**config.mk**
```make
export PLATFORM = sky130hd
export DESIGN_NAME = ds1302_xfer_flat
export DESIGN_NICKNAME = d
export VERILOG_FILES = /design/src/rtl/ds1302_xfer_if.sv /design/src/rtl/ds1302_xfer.sv /design/src/flat_wrapper.sv
export SDC_FILE = /design/constraint.sdc
export NUM_CORES = 1
export LEC_CHECK = 0
export CORE_AREA = 2 2 72 81
export CTS_BUF_LIST = sky130_fd_sc_hd__clkbuf_4 sky130_fd_sc_hd__clkbuf_8
export DETAILED_ROUTE_END_ITERATION = 16
export DIE_AREA = 0 0 74 83
export PLACE_DENSITY = 0.79
export SYNTH_ARGS = -nofsm -noshare
export SYNTH_HDL_FRONTEND = slang
export SYNTH_SLANG_ARGS = --single-unit
```
**constraint.sdc**
```tcl
create_clock -name clk -period 3.2 [get_ports clk]
set_input_delay 0.32 -clock clk [delete_from_list [all_inputs] [get_ports clk]]
set_output_delay 0.32 -clock clk [all_outputs]
set_load 0.01 [all_outputs]
```
**src/rtl/ds1302_xfer_if.sv**
```systemverilog
// ds1302_xfer_if: request/response bus between the RTC controller and the
// DS1302 transfer engine.
//   start  controller -> engine  one-cycle transfer request
//   cmd    controller -> engine  DS1302 command byte (bit0=1 read, 0 write)
//   wdata  controller -> engine  byte written during a write transfer
//   busy   engine -> controller  transfer in progress
//   done   engine -> controller  one-cycle completion pulse
//   rdata  engine -> controller  last byte read from the device
interface ds1302_xfer_if;
  logic       start;
  logic [7:0] cmd;
  logic [7:0] wdata;
  logic       busy;
  logic       done;
  logic [7:0] rdata;

  modport master (
    output start, cmd, wdata,
    input  busy, done, rdata
  );

  modport slave (
    input  start, cmd, wdata,
    output busy, done, rdata
  );
endinterface

```
**src/rtl/ds1302_xfer.sv**
```systemverilog
// ds1302_xfer: byte-serial 3-wire transaction engine for the DS1302 RTC.
// One request runs CE setup, an 8-bit command, an 8-bit data byte (written
// or read, LSB first) and CE recovery. SCLK timing is derived from the
// divider output `tick`, which is edge-detected in the clk domain:
// a tick fall raises SCLK, a tick rise lowers it and advances the bit.
// Ports:
//   clk        system clock
//   rst        asynchronous active-high reset
//   tick       divider output, treated as a level
//   bus        request/response interface (slave side)
//   ds_ce      DS1302 CE
//   ds_sclk    DS1302 SCLK
//   ds_io_out  IO drive value
//   ds_io_oe   IO output enable (1 = engine drives IO)
//   ds_io_in   IO pin value, already synchronised
module ds1302_xfer #(
  parameter int CE_SETUP_TICKS   = 1,
  parameter int CE_RECOVER_TICKS = 2
) (
  input  logic            clk,
  input  logic            rst,
  input  logic            tick,
  ds1302_xfer_if.slave    bus,
  output logic            ds_ce,
  output logic            ds_sclk,
  output logic            ds_io_out,
  output logic            ds_io_oe,
  input  logic            ds_io_in
);

  typedef enum logic [2:0] {IDLE, SETUP, CMD, DATA, RECOVER} state_t;

  localparam logic [15:0] SETUP_LAST   = 16'(CE_SETUP_TICKS - 1);
  localparam logic [15:0] RECOVER_LAST = 16'(CE_RECOVER_TICKS - 1);

  state_t      state;
  logic        tick_q;
  logic [15:0] cnt;
  logic [2:0]  idx;
  logic        rd;
  logic [7:0]  cmd_r;
  logic [7:0]  wdata_r;
  logic [7:0]  shift_r;

  logic rise;
  logic fall;
  logic accept;

  assign rise   = tick & ~tick_q;
  assign fall   = ~tick & tick_q;
  // A start coinciding with the done pulse is dropped so the controller
  // sees a clean idle cycle between transfers.
  assign accept = (state == IDLE) & bus.start & ~bus.done;

  // Control state: FSM, counters and all registered outputs.
  always_ff @(posedge clk or posedge rst) begin
    if (rst) begin
      state     <= IDLE;
      tick_q    <= 1'b0;
      cnt       <= '0;
      idx       <= '0;
      rd        <= 1'b0;
      bus.busy  <= 1'b0;
      bus.done  <= 1'b0;
      bus.rdata <= 8'h00;
      ds_ce     <= 1'b0;
      ds_sclk   <= 1'b0;
      ds_io_out <= 1'b0;
      ds_io_oe  <= 1'b0;
    end else begin
      tick_q   <= tick;
      bus.done <= 1'b0;
      unique case (state)
        IDLE: begin
          if (accept) begin
            rd        <= bus.cmd[0];
            bus.busy  <= 1'b1;
            ds_ce     <= 1'b1;
            ds_sclk   <= 1'b0;
            ds_io_oe  <= 1'b1;
            ds_io_out <= bus.cmd[0];
            cnt       <= '0;
            state     <= SETUP;
          end
        end
        SETUP: begin
          // IO already carries cmd[0]; only CE setup time is waited out.
          if (rise) begin
            if (cnt == SETUP_LAST) begin
              idx   <= '0;
              state <= CMD;
            end else begin
              cnt <= cnt + 16'd1;
            end
          end
        end
        CMD: begin
          if (fall) begin
            ds_sclk <= 1'b1;
          end else if (rise) begin
            ds_sclk <= 1'b0;
            if (idx != 3'd7) begin
              idx       <= idx + 3'd1;
              ds_io_out <= cmd_r[idx + 3'd1];
            end else begin
              idx   <= '0;
              state <= DATA;
              if (rd) ds_io_oe  <= 1'b0;
              else    ds_io_out <= wdata_r[0];
            end
          end
        end
        DATA: begin
          if (fall) begin
            ds_sclk <= 1'b1;
          end else if (rise) begin
            ds_sclk <= 1'b0;
            if (idx != 3'd7) begin
              idx <= idx + 3'd1;
              if (!rd) ds_io_out <= wdata_r[idx + 3'd1];
            end else begin
              ds_ce     <= 1'b0;
              ds_io_oe  <= 1'b0;
              ds_io_out <= 1'b0;
              cnt       <= '0;
              state     <= RECOVER;
            end
          end
        end
        RECOVER: begin
          if (rise) begin
            if (cnt == RECOVER_LAST) begin
              bus.done <= 1'b1;
              bus.busy <= 1'b0;
              if (rd) bus.rdata <= shift_r;
              state <= IDLE;
            end else begin
              cnt <= cnt + 16'd1;
            end
          end
        end
        default: state <= IDLE;
      endcase
    end
  end

  // Datapath latches: request capture and read shift register.
  always_ff @(posedge clk) begin
    if (accept) begin
      cmd_r   <= bus.cmd;
      wdata_r <= bus.wdata;
    end
    // Device data is stable by the tick fall that raises SCLK.
    if (state == DATA && fall && rd) shift_r[idx] <= ds_io_in;
  end

endmodule

```
**src/flat_wrapper.sv**
```systemverilog
// flat-port wrapper written by rule: the top's interface ports become plain ports
module ds1302_xfer_flat 
#(
  parameter int CE_SETUP_TICKS   = 1,
  parameter int CE_RECOVER_TICKS = 2
)
  (clk, rst, tick, ds_ce, ds_sclk, ds_io_out, ds_io_oe, ds_io_in, bus_start, bus_cmd, bus_wdata, bus_busy, bus_done, bus_rdata);
  ds1302_xfer_if bus_i ();
  input  logic clk;
  input  logic rst;
  input  logic tick;
  output logic ds_ce;
  output logic ds_sclk;
  output logic ds_io_out;
  output logic ds_io_oe;
  input  logic ds_io_in;
  input wire logic [$bits(bus_i.start)-1:0] bus_start;
  input wire logic [$bits(bus_i.cmd)-1:0] bus_cmd;
  input wire logic [$bits(bus_i.wdata)-1:0] bus_wdata;
  output wire logic [$bits(bus_i.busy)-1:0] bus_busy;
  output wire logic [$bits(bus_i.done)-1:0] bus_done;
  output wire logic [$bits(bus_i.rdata)-1:0] bus_rdata;
  assign bus_i.start = bus_start;
  assign bus_i.cmd = bus_cmd;
  assign bus_i.wdata = bus_wdata;
  assign bus_busy = bus_i.busy;
  assign bus_done = bus_i.done;
  assign bus_rdata = bus_i.rdata;
  ds1302_xfer #(.CE_SETUP_TICKS(CE_SETUP_TICKS), .CE_RECOVER_TICKS(CE_RECOVER_TICKS)) u_core (.clk(clk), .rst(rst), .tick(tick), .bus(bus_i), .ds_ce(ds_ce), .ds_sclk(ds_sclk), .ds_io_out(ds_io_out), .ds_io_oe(ds_io_oe), .ds_io_in(ds_io_in));
endmodule
```
==> implementation parameters, run 1 <==
Parameter                              Value

Synth
  Synth Area in XOR/XNOR    0.00901
  Proportion of netlist area held by the largest area contributor    0.326
  Synthesized flop and latch total    62
  Mapped Nets    285
  Total standard cell area after synthesis    approximately 0.0029 mm^2
  Async SR Flop Fraction    0.613
  Leading area contributor after synthesis    sky130_fd_sc_hd__dfrtp_1
  Distinct cell type count of the synthesized netlist    47
  Share of synthesized cell area in and, or, nand and nor gates    0.180
  Seq/Total Area, Yosys    0.573
  Compound-gate portion of the synthesized area    0.116
  Number of flops mapped to enable cells by yosys    24
  Post-synthesis adder-cell area fraction    0.0215
  Count of synthesis-stage warnings from yosys    0
  Mean instance size in the synthesized netlist    11.3 um^2
  Post-synthesis cell count    about 260
  Largest cells by area after synthesis    sky130_fd_sc_hd__dfrtp_1 33%, sky130_fd_sc_hd__edfxtp_1 25%, sky130_fd_sc_hd__mux2_2 3.9%
  Main combinational cell family by area after synthesis    simple AND/OR/NAND/NOR gates
  Share of synthesized area spent on multiplexers    0.0721
  Post-synth top flop    sky130_fd_sc_hd__dfrtp_1

Finish
  Area growth from synthesis to layout    22.8%
  Inserted Diodes    0
  Count of nets after finishing    around 330
  Layout cells sized above 1    0.127
  Most common cell after layout, fill and taps aside    sky130_fd_sc_hd__dfrtp_1
  Leading cell types in the layout, fill and taps excluded    38 x sky130_fd_sc_hd__dfrtp_1, 34 x sky130_fd_sc_hd__clkdlybuf4s50_1, 24 x sky130_fd_sc_hd__edfxtp_1, 21 x sky130_fd_sc_hd__nand2_1, 21 x sky130_fd_sc_hd__o21ai_0

Floorplanning
  Placement row count    28
  Die width    74 um
  Area inside the core boundary    0.00529 mm^2
  Total Die Area    0.00614 mm^2
  I/O pin cnt    35
  Effective utilization at floorplan    0.551
  Die Y-Extent    83 um

Min path
  Path category of the worst min-delay check    in2async

Clock tree
  Clock sinks    62
  Clock-pin transition on the worst setup and hold timing paths    70 ps
  Buffers inserted by post-CTS timing repair    0
  Cts bufs inserted    9
  Hold_buf cts    0
  Maximum root-to-sink buffer count    2
  Resized Gates After CTS    0
  Clock latency on the worst-skew pair    roughly 340 ps
  Maximum level of the CTS H-tree    3
  Clk root buf    sky130_fd_sc_hd__clkbuf_8
  Clock tree from TritonCTS    yes

Routing
  First-iteration detailed-routing DRC count    90
  Total number of vias    roughly 2100
  Remaining design rule violation count    0
  Via density per instance    5.62
  Wire length reported by the detailed router    between 5 and 6 mm
  Wire length per cell after detailed routing    14.9 um
  Remaining antenna violation count after routing    0
  Count of TritonRoute iterations in the first routing pass    4

Setup path
  Setup CP Type    reg2reg
  Slowest cell on the critical path    sky130_fd_sc_hd__or4b_4
  Ordered cell list for the critical path    or4b_4 > a31o_1 > a22o_1 > buf_4 > or3_1 > a21oi_1
  Data required, critical path    3460 ps
  CP Launch Type    register
  Crit Path Max Fanout    17
  Arrival time reported for the critical path endpoint    around 2800 ps
  Delay of the slowest cell on the worst path    between 600 and 700 ps
  Crit. End Element    register

Pwr
  Peak ir drop on the vdd network    0.561 mV
  Power per standard cell area    around 730 mW/mm^2
  P_leak    1.40 nW

Timing
  Tcrit/Tclk final    0.802
  Worst-case clock skew    8.62 ps
  Final-report setup violation count    0
  Highest achievable clock rate    389 MHz
  Relative max-transition margin    0.631
  Endpoints failing hold    0
  Final setup margin    between 600 and 700 ps
  Max Transition Viols Final    0
  Least-Margin Pin Slew    approximately 550 ps
  Setup repair after global routing missed its margin    no
  Final-layout setup total negative slack    0 ps
  Final Critical Period    2570 ps

Outcome
  Status    finished, final reports clean

GRT
  Vias in the first global route    approximately 2200
  Global-route wire length before repair    9.85 mm
  Total congestion overflow    0
  GRT Overall Usage    0.210
  Largest net degree at the start of global routing    39
  Number of antenna violations at the first check in global routing    0

Placed design
  Pre-CTS setup slack    roughly 420 ps
  Routability-driven placement congestion ratio    0.797
  Total half-perimeter wirelength after legalization and detailed placement    4.05 mm
  Count of buffers from port buffering    34

Run
  Max-cap violations    0
## metrics by stage
stage | cells | hold slack, ps | total power (W) | utilization | cell area, um^2
detailed placement | 366 | 470 | 0.00187 | 0.635 | 3360
CTS | 382 | 407 | 0.00264 | 0.677 | 3580
global route | 382 | 479 | 0.00279 | 0.677 | 3580
finish | 382 | 404 | 0.00263 | 0.677 | 3580
floorplan | 259 | 351 | 0.00163 | - | 2920
global placement | 366 | 462 | 0.00184 | 0.635 | 3360
## cells by family after synthesis
group | count (synthesis)
AO/OA/AOI/OAI | 56
XOR/XNOR | 3
adder cells (fa/ha/maj) | 5
buffers and inverters | 20
flip-flops | 62
multiplexers | 16
AND/OR/NAND/NOR | 97
## worst paths after layout
path,startpoint,endpoint,slack (ps),depth (start not counted)
hold / removal,rst,u_core.bus.rdata[5],400,3
min in group clk,u_core.shift_r[4],u_core.bus.rdata[4],480,1
setup / recovery,u_core.state[0],u_core.cnt[3],630,6
hold reg to reg,u_core.shift_r[4],u_core.bus.rdata[4],480,1
setup reg to reg,u_core.state[0],u_core.cnt[3],630,6
max in group asynchronous,rst,u_core.cnt[4],2450,3
## registers in the layout, indices dropped and copies added, names as in the netlist, 3 cells and up
name	flops
u_core.state	3
u_core.shift_r	8
u_core.wdata_r	8
u_core.cnt	16
u_core.idx	3
u_core.cmd_r	8
u_core.bus.rdata	8
## synth_stat cells, types with 3 or more instances
cell                       count
sky130_fd_sc_hd__a21oi_1      16
sky130_fd_sc_hd__clkbuf_1      7
sky130_fd_sc_hd__dfrtp_1      38
sky130_fd_sc_hd__edfxtp_1     24
sky130_fd_sc_hd__ha_1          5
sky130_fd_sc_hd__inv_1        12
sky130_fd_sc_hd__mux2_2       10
sky130_fd_sc_hd__mux2i_1       3
sky130_fd_sc_hd__mux4_2        3
sky130_fd_sc_hd__nand2_1      21
sky130_fd_sc_hd__nand2b_1      3
sky130_fd_sc_hd__nand3_1       9
sky130_fd_sc_hd__nand3b_1      3
sky130_fd_sc_hd__nand4_1       6
sky130_fd_sc_hd__nor2_1       17
sky130_fd_sc_hd__nor3_1        7
sky130_fd_sc_hd__nor4_1        4
sky130_fd_sc_hd__o21ai_0      21
sky130_fd_sc_hd__or3_1        10
sky130_fd_sc_hd__xor2_1        3
## where the power goes
| group | switching, W | internal [W] | total [W] | leakage [nW] |
|---|---|---|---|---|
| Clock | 0.000293 | 0.000475 | 0.000768 | 0.111 |
| Sequential | 0.000168 | 0.000947 | 0.00112 | 0.708 |
| Combinational | 0.000393 | 0.000354 | 0.000746 | 0.581 |
## routing by layer
layer	GRT usage	wire, um	vias up
li1	-	-	1046
met1	0.269	2510	1037
met2	0.330	2880	57
met3	0.0619	206	8
met4	0.0909	99	0
met5	0	0	-
## layout make-up
| cell class | count | area (um^2) |
|---|---|---|
| Sequential cell | 62 | 1670 |
| Fill cell | 407 | 1710 |
| Multi-Input combinational cell | 177 | 1160 |
| Clock inverter | 4 | 71.3 |
| Inverter | 12 | 45.0 |
| Clock buffer | 12 | 153 |
| Tap cell | 75 | 93.8 |
| Timing Repair Buffer | 40 | 385 |
## critical path, delay by kind of cell, from the launching register on
family | cells | cell delay (ps)
compound gates | 3 | 710
buf+inv | 1 | 200
simple gates | 2 | 980
flops | 1 | 570
Power figures use the tool's default switching activity.
==> run 2: changes to the inputs <==
==> constraint.sdc (replaced) <==
create_clock -name clk -period 2.7 [get_ports clk]
set_input_delay 0.27 -clock clk [delete_from_list [all_inputs] [get_ports clk]]
set_output_delay 0.27 -clock clk [all_outputs]
set_load 0.01 [all_outputs]
==> implementation parameters, run 2 (synthesized netlist as in run 1, its figures left out) <==
Parameter                              Value

Clock tree
  Maximum level of the CTS H-tree    3 (unchanged)
  Resized Gates After CTS    0 (unchanged)
  Maximum root-to-sink buffer count    2 (unchanged)
  Buffers inserted by post-CTS timing repair    0 (unchanged)
  Cts bufs inserted    9 (unchanged)
  Clock sinks    62 (unchanged)
  Hold_buf cts    0 (unchanged)
  Clock tree from TritonCTS    yes
  Clock-pin transition on the worst setup and hold timing paths    70 ps (about the same)
  Clk root buf    sky130_fd_sc_hd__clkbuf_8
  Clock latency on the worst-skew pair    350 ps (about the same)

GRT
  Number of antenna violations at the first check in global routing    0 (unchanged)
  Largest net degree at the start of global routing    39 (unchanged)
  GRT Overall Usage    0.215 (+0.00415)
  Global-route wire length before repair    9.97 mm (+1.3%)
  Total congestion overflow    0 (unchanged)
  Vias in the first global route    2194 (-0.86%)

Setup path
  Crit. End Element    register
  Largest delay share family, worst path    simple AND/OR/NAND/NOR gates
  Data required, critical path    2970 ps (-490 ps)
  Register-to-register setup slack    320 ps (-310 ps)
  Ordered cell list for the critical path    or4b_4 > a31o_1 > a22o_1 > or4_1 > a21oi_1
  Buffers & Inverters on Critical Path    0 (-1)
  Source of the worst register-to-register timing path    u_core.state[0]
  Crit Path Max Fanout    13 (-4)
  Setup CP Type    reg2reg
  Arrival time reported for the critical path endpoint    2640 ps (-180 ps)
  Delay of the slowest cell on the worst path    580 ps (-60 ps)
  Slowest cell on the critical path    sky130_fd_sc_hd__or4b_4
  CP Launch Type    register
  Timing startpoint of the critical path    u_core.state[0]

Placed design
  Routability-driven placement congestion ratio    0.839 (+5.3%)
  Total placed instance area    0.00339 mm^2 (+0.89%)
  Count of buffers from port buffering    34 (unchanged)
  Total half-perimeter wirelength after legalization and detailed placement    4.02 mm (-0.63%)

Finish
  Combined area of the multi-input logic cells    0.00116 mm^2 (unchanged)
  Most common cell after layout, fill and taps aside    sky130_fd_sc_hd__dfrtp_1
  Largest Register    u_core.cnt
  Post-Route Utilization    0.678 (+0.00118)
  Inserted Diodes    0 (unchanged)
  Layout cells sized above 1    0.141 (+0.0144)
  Final Instance Area    0.00359 mm^2 (+0.17%)
  Fill count    383 (-5.9%)
  Storage cell area    0.00167 mm^2 (unchanged)
  Leading cell types in the layout, fill and taps excluded    38 x sky130_fd_sc_hd__dfrtp_1, 34 x sky130_fd_sc_hd__clkdlybuf4s50_1, 24 x sky130_fd_sc_hd__edfxtp_1, 21 x sky130_fd_sc_hd__nand2_1, 21 x sky130_fd_sc_hd__o21ai_0
  Area growth from synthesis to layout    23.0%
  Count of nets after finishing    332 (+1.2%)
  Number of flip-flops under the largest register name    16 (unchanged)

Routing
  Wire length per cell after detailed routing    15.1 um (+1.5%)
  Via density per instance    5.73 (+2.0%)
  Wire length reported by the detailed router    5.85 mm (+2.5%)
  Count of TritonRoute iterations in the first routing pass    4 (unchanged)
  First-iteration detailed-routing DRC count    131 (+46%)
  Remaining antenna violation count after routing    0 (unchanged)
  Remaining design rule violation count    0 (unchanged)
  Total number of vias    2213 (+3.0%)

Timing
  Final Critical Period    2380 ps (-191 ps)
  Least-Margin Pin Slew    615 ps (+64.4 ps)
  Max Transition Viols Final    0 (unchanged)
  Highest achievable clock rate    421 MHz (+8.0%)
  Relative max-transition margin    0.588 (-0.0431)
  Final-report setup violation count    0 (unchanged)
  Setup repair after global routing missed its margin    no
  Tcrit/Tclk final    0.880 (+0.0778)
  Endpoints failing hold    0 (unchanged)
  Final-layout setup total negative slack    0 ps (unchanged)
  Worst-case clock skew    11.6 ps (+2.95 ps)

Floorplanning
  Die width    74 um (unchanged)
  Total Die Area    0.00614 mm^2 (unchanged)
  Effective utilization at floorplan    0.551 (unchanged)
  Placement row count    28 (unchanged)
  Die Y-Extent    83 um (unchanged)
  I/O pin cnt    35 (unchanged)
  Area inside the core boundary    0.00529 mm^2 (unchanged)

Pwr
  Psw    0.00100 W (+18%)
  P_leak    1.41 nW (+0.77%)
  Power share of the combinational group    0.312 (+0.028)
  Peak ir drop on the vdd network    0.624 mV (+11%)
  Power per standard cell area    847 mW/mm^2 (+15%)
  Internal power    0.00204 W (+15%)
  Part of the total power dissipated in sequential elements    0.420 (-0.004)
  Fraction of power spent switching nets    0.330 (+0.00555)
  Portion of total power attributed to the clock network    0.268 (-0.024)

Outcome
  Status    finished, final reports clean

Run
  Max-cap violations    0 (unchanged)

Min path
  Path category of the worst min-delay check    in2async
[run 2: per-layer routing]
layer  track usage  part of all wire  vias to the layer above
li1              -                 -                     1061
met1         0.279              0.43                     1081
met2         0.330              0.50                       63
met3        0.0595             0.047                        8
met4        0.0992             0.016                        0
met5             0                 0                        -
[run 2: power by group through the flow]
stage,sequential (W),combinational [W],clock (W)
6_report,0.00128,0.000949,0.000814
3_5_place_dp,0.00129,0.000945,0
5_1_grt,0.00130,0.00106,0.000877
2_1_floorplan,0.00126,0.000668,0
3_3_place_gp,0.00128,0.000923,0
4_1_cts,0.00127,0.000955,0.000838
[run 2: tightest hold or removal path: cells and delay by family]
family	cells	cell delay [ps]
buf+inv	3	850
[run 2: final timing paths]
check,endpoint,cells past startpoint
min in group clk,u_core.cmd_r[4],1
min,u_core.idx[0],3
min reg2reg,u_core.bus.rdata[4],1
max,u_core.cnt[6],5
max reg2reg,u_core.cnt[6],5
max in group asynchronous,u_core.ds_io_oe,3
[run 2: cell type report]
cell class	instances	area share
inverter	12	0.0126
tap	75	0.0262
multi-input combinational	177	0.324
clock buffer	12	0.0425
sequential	62	0.466
clock inverter	4	0.0132
timing repair buffer	44	0.116
[run 2: per-stage QoR]
stage | hold slack (ps) | cells | total power, W | worst slack [ps]
global placement | 459 | 370 | 0.00220 | 97.1
finish | 328 | 386 | 0.00304 | 323
detailed placement | 469 | 370 | 0.00223 | 69.7
CTS | 338 | 386 | 0.00306 | 340
global route | 377 | 386 | 0.00324 | 191
floorplan | 301 | 259 | 0.00193 | 323
==> run 3: changes to the inputs <==
--- a/config.mk
+++ b/config.mk
@@ -5,11 +5,13 @@
 export SDC_FILE = /design/constraint.sdc
 export NUM_CORES = 1
 export LEC_CHECK = 0
-export CORE_AREA = 2 2 72 81
+export CORE_AREA = 2 2 67 76
 export CTS_BUF_LIST = sky130_fd_sc_hd__clkbuf_4 sky130_fd_sc_hd__clkbuf_8
 export DETAILED_ROUTE_END_ITERATION = 16
-export DIE_AREA = 0 0 74 83
+export DIE_AREA = 0 0 69 78
+export DONT_BUFFER_PORTS = 1
 export PLACE_DENSITY = 0.79
+export SLEW_MARGIN = 20
 export SYNTH_ARGS = -nofsm -noshare
 export SYNTH_HDL_FRONTEND = slang
 export SYNTH_SLANG_ARGS = --single-unit
==> implementation parameters, run 3 (synthesized netlist as in run 1, its figures left out) <==
Parameter                              Value

Clock tree
  Clock latency on the worst-skew pair    340 ps (about the same)
  Buffers inserted by post-CTS timing repair    0 (unchanged)
  Maximum level of the CTS H-tree    3 (unchanged)
  Cts bufs inserted    9 (unchanged)
  Clock tree from TritonCTS    yes
  Maximum root-to-sink buffer count    2 (unchanged)
  Clock-pin transition on the worst setup and hold timing paths    70 ps (about the same)
  Clk root buf    sky130_fd_sc_hd__clkbuf_8
  Clock sinks    62 (unchanged)
  Resized Gates After CTS    0 (unchanged)

Setup path
  Delay of the slowest cell on the worst path    530 ps (-50 ps)
  Capturing point of the worst reg2reg path    u_core.cnt[6]
  Slowest cell on the critical path    sky130_fd_sc_hd__or4_1
  Ordered cell list for the critical path    ha_1 > ha_1 > nand4b_1 > a31o_1 > a22o_1 > or4_1 > a21oi_1
  Register-to-register setup slack    240 ps (-90 ps)
  Crit Path Max Fanout    12 (-1)
  Setup CP Type    reg2reg
  Data required, critical path    2960 ps (about the same)
  Timing startpoint of the critical path    u_core.idx[1]
  Crit. End Element    register
  Source of the worst register-to-register timing path    u_core.idx[1]
  Arrival time reported for the critical path endpoint    2720 ps (+80 ps)
  Most frequent cell on the critical path    sky130_fd_sc_hd__ha_1
  Depth of the worst register-to-register path    7 (+2)
  CP Launch Type    register
  Critical path destination    u_core.cnt[6]

GRT
  Total congestion overflow    0 (unchanged)
  Vias in the first global route    1994 (-9.1%)
  Number of antenna violations at the first check in global routing    0 (unchanged)
  Global-route wire length before repair    9.32 mm (-6.5%)
  Largest net degree at the start of global routing    39 (unchanged)
  GRT Overall Usage    0.224 (+0.00970)

Routing
  Total number of vias    2045 (-7.6%)
  Remaining design rule violation count    0 (unchanged)
  Via density per instance    6.16 (+7.4%)
  First-iteration detailed-routing DRC count    189 (+44%)
  Wire length per cell after detailed routing    16.4 um (+8.5%)
  Count of TritonRoute iterations in the first routing pass    4 (unchanged)
  Remaining antenna violation count after routing    0 (unchanged)
  Wire length reported by the detailed router    5.46 mm (-6.6%)

Min path
  Path category of the worst min-delay check    in2reg
  Start point of the worst hold path    ds_io_in

Timing
  Worst-case clock skew    8.47 ps (-3.10 ps)
  Max Transition Viols Final    0 (unchanged)
  Final-layout setup total negative slack    0 ps (unchanged)
  Final setup margin    236 ps (-87.0 ps)
  Final-report setup violation count    0 (unchanged)
  Final Critical Period    2460 ps (+87.0 ps)
  Least-Margin Pin Slew    526 ps (-89.7 ps)
  Setup repair after global routing missed its margin    no
  Relative max-transition margin    0.648 (+0.0600)
  Highest achievable clock rate    406 MHz (-3.5%)
  Endpoints failing hold    0 (unchanged)
  Tcrit/Tclk final    0.912 (+0.0322)

Finish
  Count of nets after finishing    297 (-11%)
  Largest Register    u_core.cnt
  Most common cell after layout, fill and taps aside    sky130_fd_sc_hd__dfrtp_1
  Storage cell area    0.00167 mm^2 (unchanged)
  Number of flip-flops under the largest register name    16 (unchanged)
  Leading cell types in the layout, fill and taps excluded    38 x sky130_fd_sc_hd__dfrtp_1, 24 x sky130_fd_sc_hd__edfxtp_1, 21 x sky130_fd_sc_hd__nand2_1, 21 x sky130_fd_sc_hd__o21ai_0, 17 x sky130_fd_sc_hd__nor2_1
  Area growth from synthesis to layout    12.7%
  Inserted Diodes    0 (unchanged)
  Fill count    335 (-13%)
  Layout cells sized above 1    0.149 (+0.00707)
  Combined area of the multi-input logic cells    0.00116 mm^2 (unchanged)

Placed design
  Pre-CTS setup slack    269 ps (+199 ps)
  Count of buffers from port buffering    0 (-100%)
  Total half-perimeter wirelength after legalization and detailed placement    3.72 mm (-7.4%)
  Routability-driven placement congestion ratio    0.835 (-0.51%)

Floorplanning
  Total Die Area    0.00538 mm^2 (-12%)
  Placement row count    26 (-7.1%)
  I/O pin cnt    35 (unchanged)
  Effective utilization at floorplan    0.640 (+0.0891)
  Die width    69 um (-6.8%)
  Area inside the core boundary    0.00455 mm^2 (-14%)
  Die Y-Extent    78 um (-6.0%)

Pwr
  Peak ir drop on the vdd network    0.783 mV (+26%)
  Power per standard cell area    972 mW/mm^2 (+15%)
  P_leak    1.30 nW (-7.5%)
  Design Power    0.00320 W (+5.1%)

Outcome
  Status    finished, final reports clean

Run
  Max-cap violations    0 (unchanged)
run 3: cell types whose count changed in the layout (fill, tap and decap cells not counted), sizes merged:
cell,change
buf,-3
dlygate4sd3,+2
bufinv,+3
clkdlybuf4s50,-34
clkbuf,-2
clkinvlp,-1
run 3: power by group:
| group | internal (W) | switching (W) |
|---|---|---|
| registers | 0.00112 | 0.000182 |
| clock network | 0.000717 | 0.000355 |
| logic | 0.000362 | 0.000457 |
| total | 0.00220 | 0.000994 |
run 3: routing by layer:
layer  vias to the layer above  wire length (um)  global-route usage
li1                        985                 -                   -
met1                       980              2390               0.284
met2                        66              2660               0.353
met3                        14               275              0.0545
met4                         0               134               0.129
met5                         -                 0                   0
run 3: worst min-delay path by stage:
stage | to | slack (ps) | cells after the start
global route | u_core.shift_r[4] | 3 | 0
CTS | u_core.shift_r[5] | 5 | 0
global placement | u_core.tick_q | 300 | 0
detailed placement | u_core.tick_q | 300 | 0
floorplan | u_core.tick_q | 300 | 0
finish | u_core.shift_r[2] | 20 | 0
run 3: cell type report:
| class | instances | area share |
|---|---|---|
| multi-input combinational | 177 | 0.354 |
| inverter | 12 | 0.0137 |
| timing repair buffer | 9 | 0.0221 |
| sequential | 62 | 0.509 |
| clock buffer | 10 | 0.0400 |
| clock inverter | 6 | 0.0407 |
| tap | 56 | 0.0213 |
run 3: repair_timing:
| item | CTS | global route |
|---|---|---|
| endpoints found under the hold margin | 39 | 0 |
| hold buffers | 2 | 0 |
| setup endpoints to repair | 0 | 0 |
run 3: critical path: cells and delay by family, from the launching register on:
family | cells | cell delay (ps)
AO/OA/AOI/OAI | 3 | 790
AND/OR/NAND/NOR | 2 | 690
adder cells (fa/ha/maj) | 2 | 470
flip-flops | 1 | 430
run 3: metrics by stage:
step / utilization / hold WS (ps) / instance area [um^2] / std cells
after global placement: 0.659 / 302 / 3000 / 314
after detailed placement: 0.659 / 302 / 3000 / 314
after CTS: 0.722 / 4.67 / 3290 / 332
after global routing: 0.722 / 2.82 / 3290 / 332
after floorplan: - / 301 / 2920 / 259
final: 0.722 / 17.2 / 3290 / 332
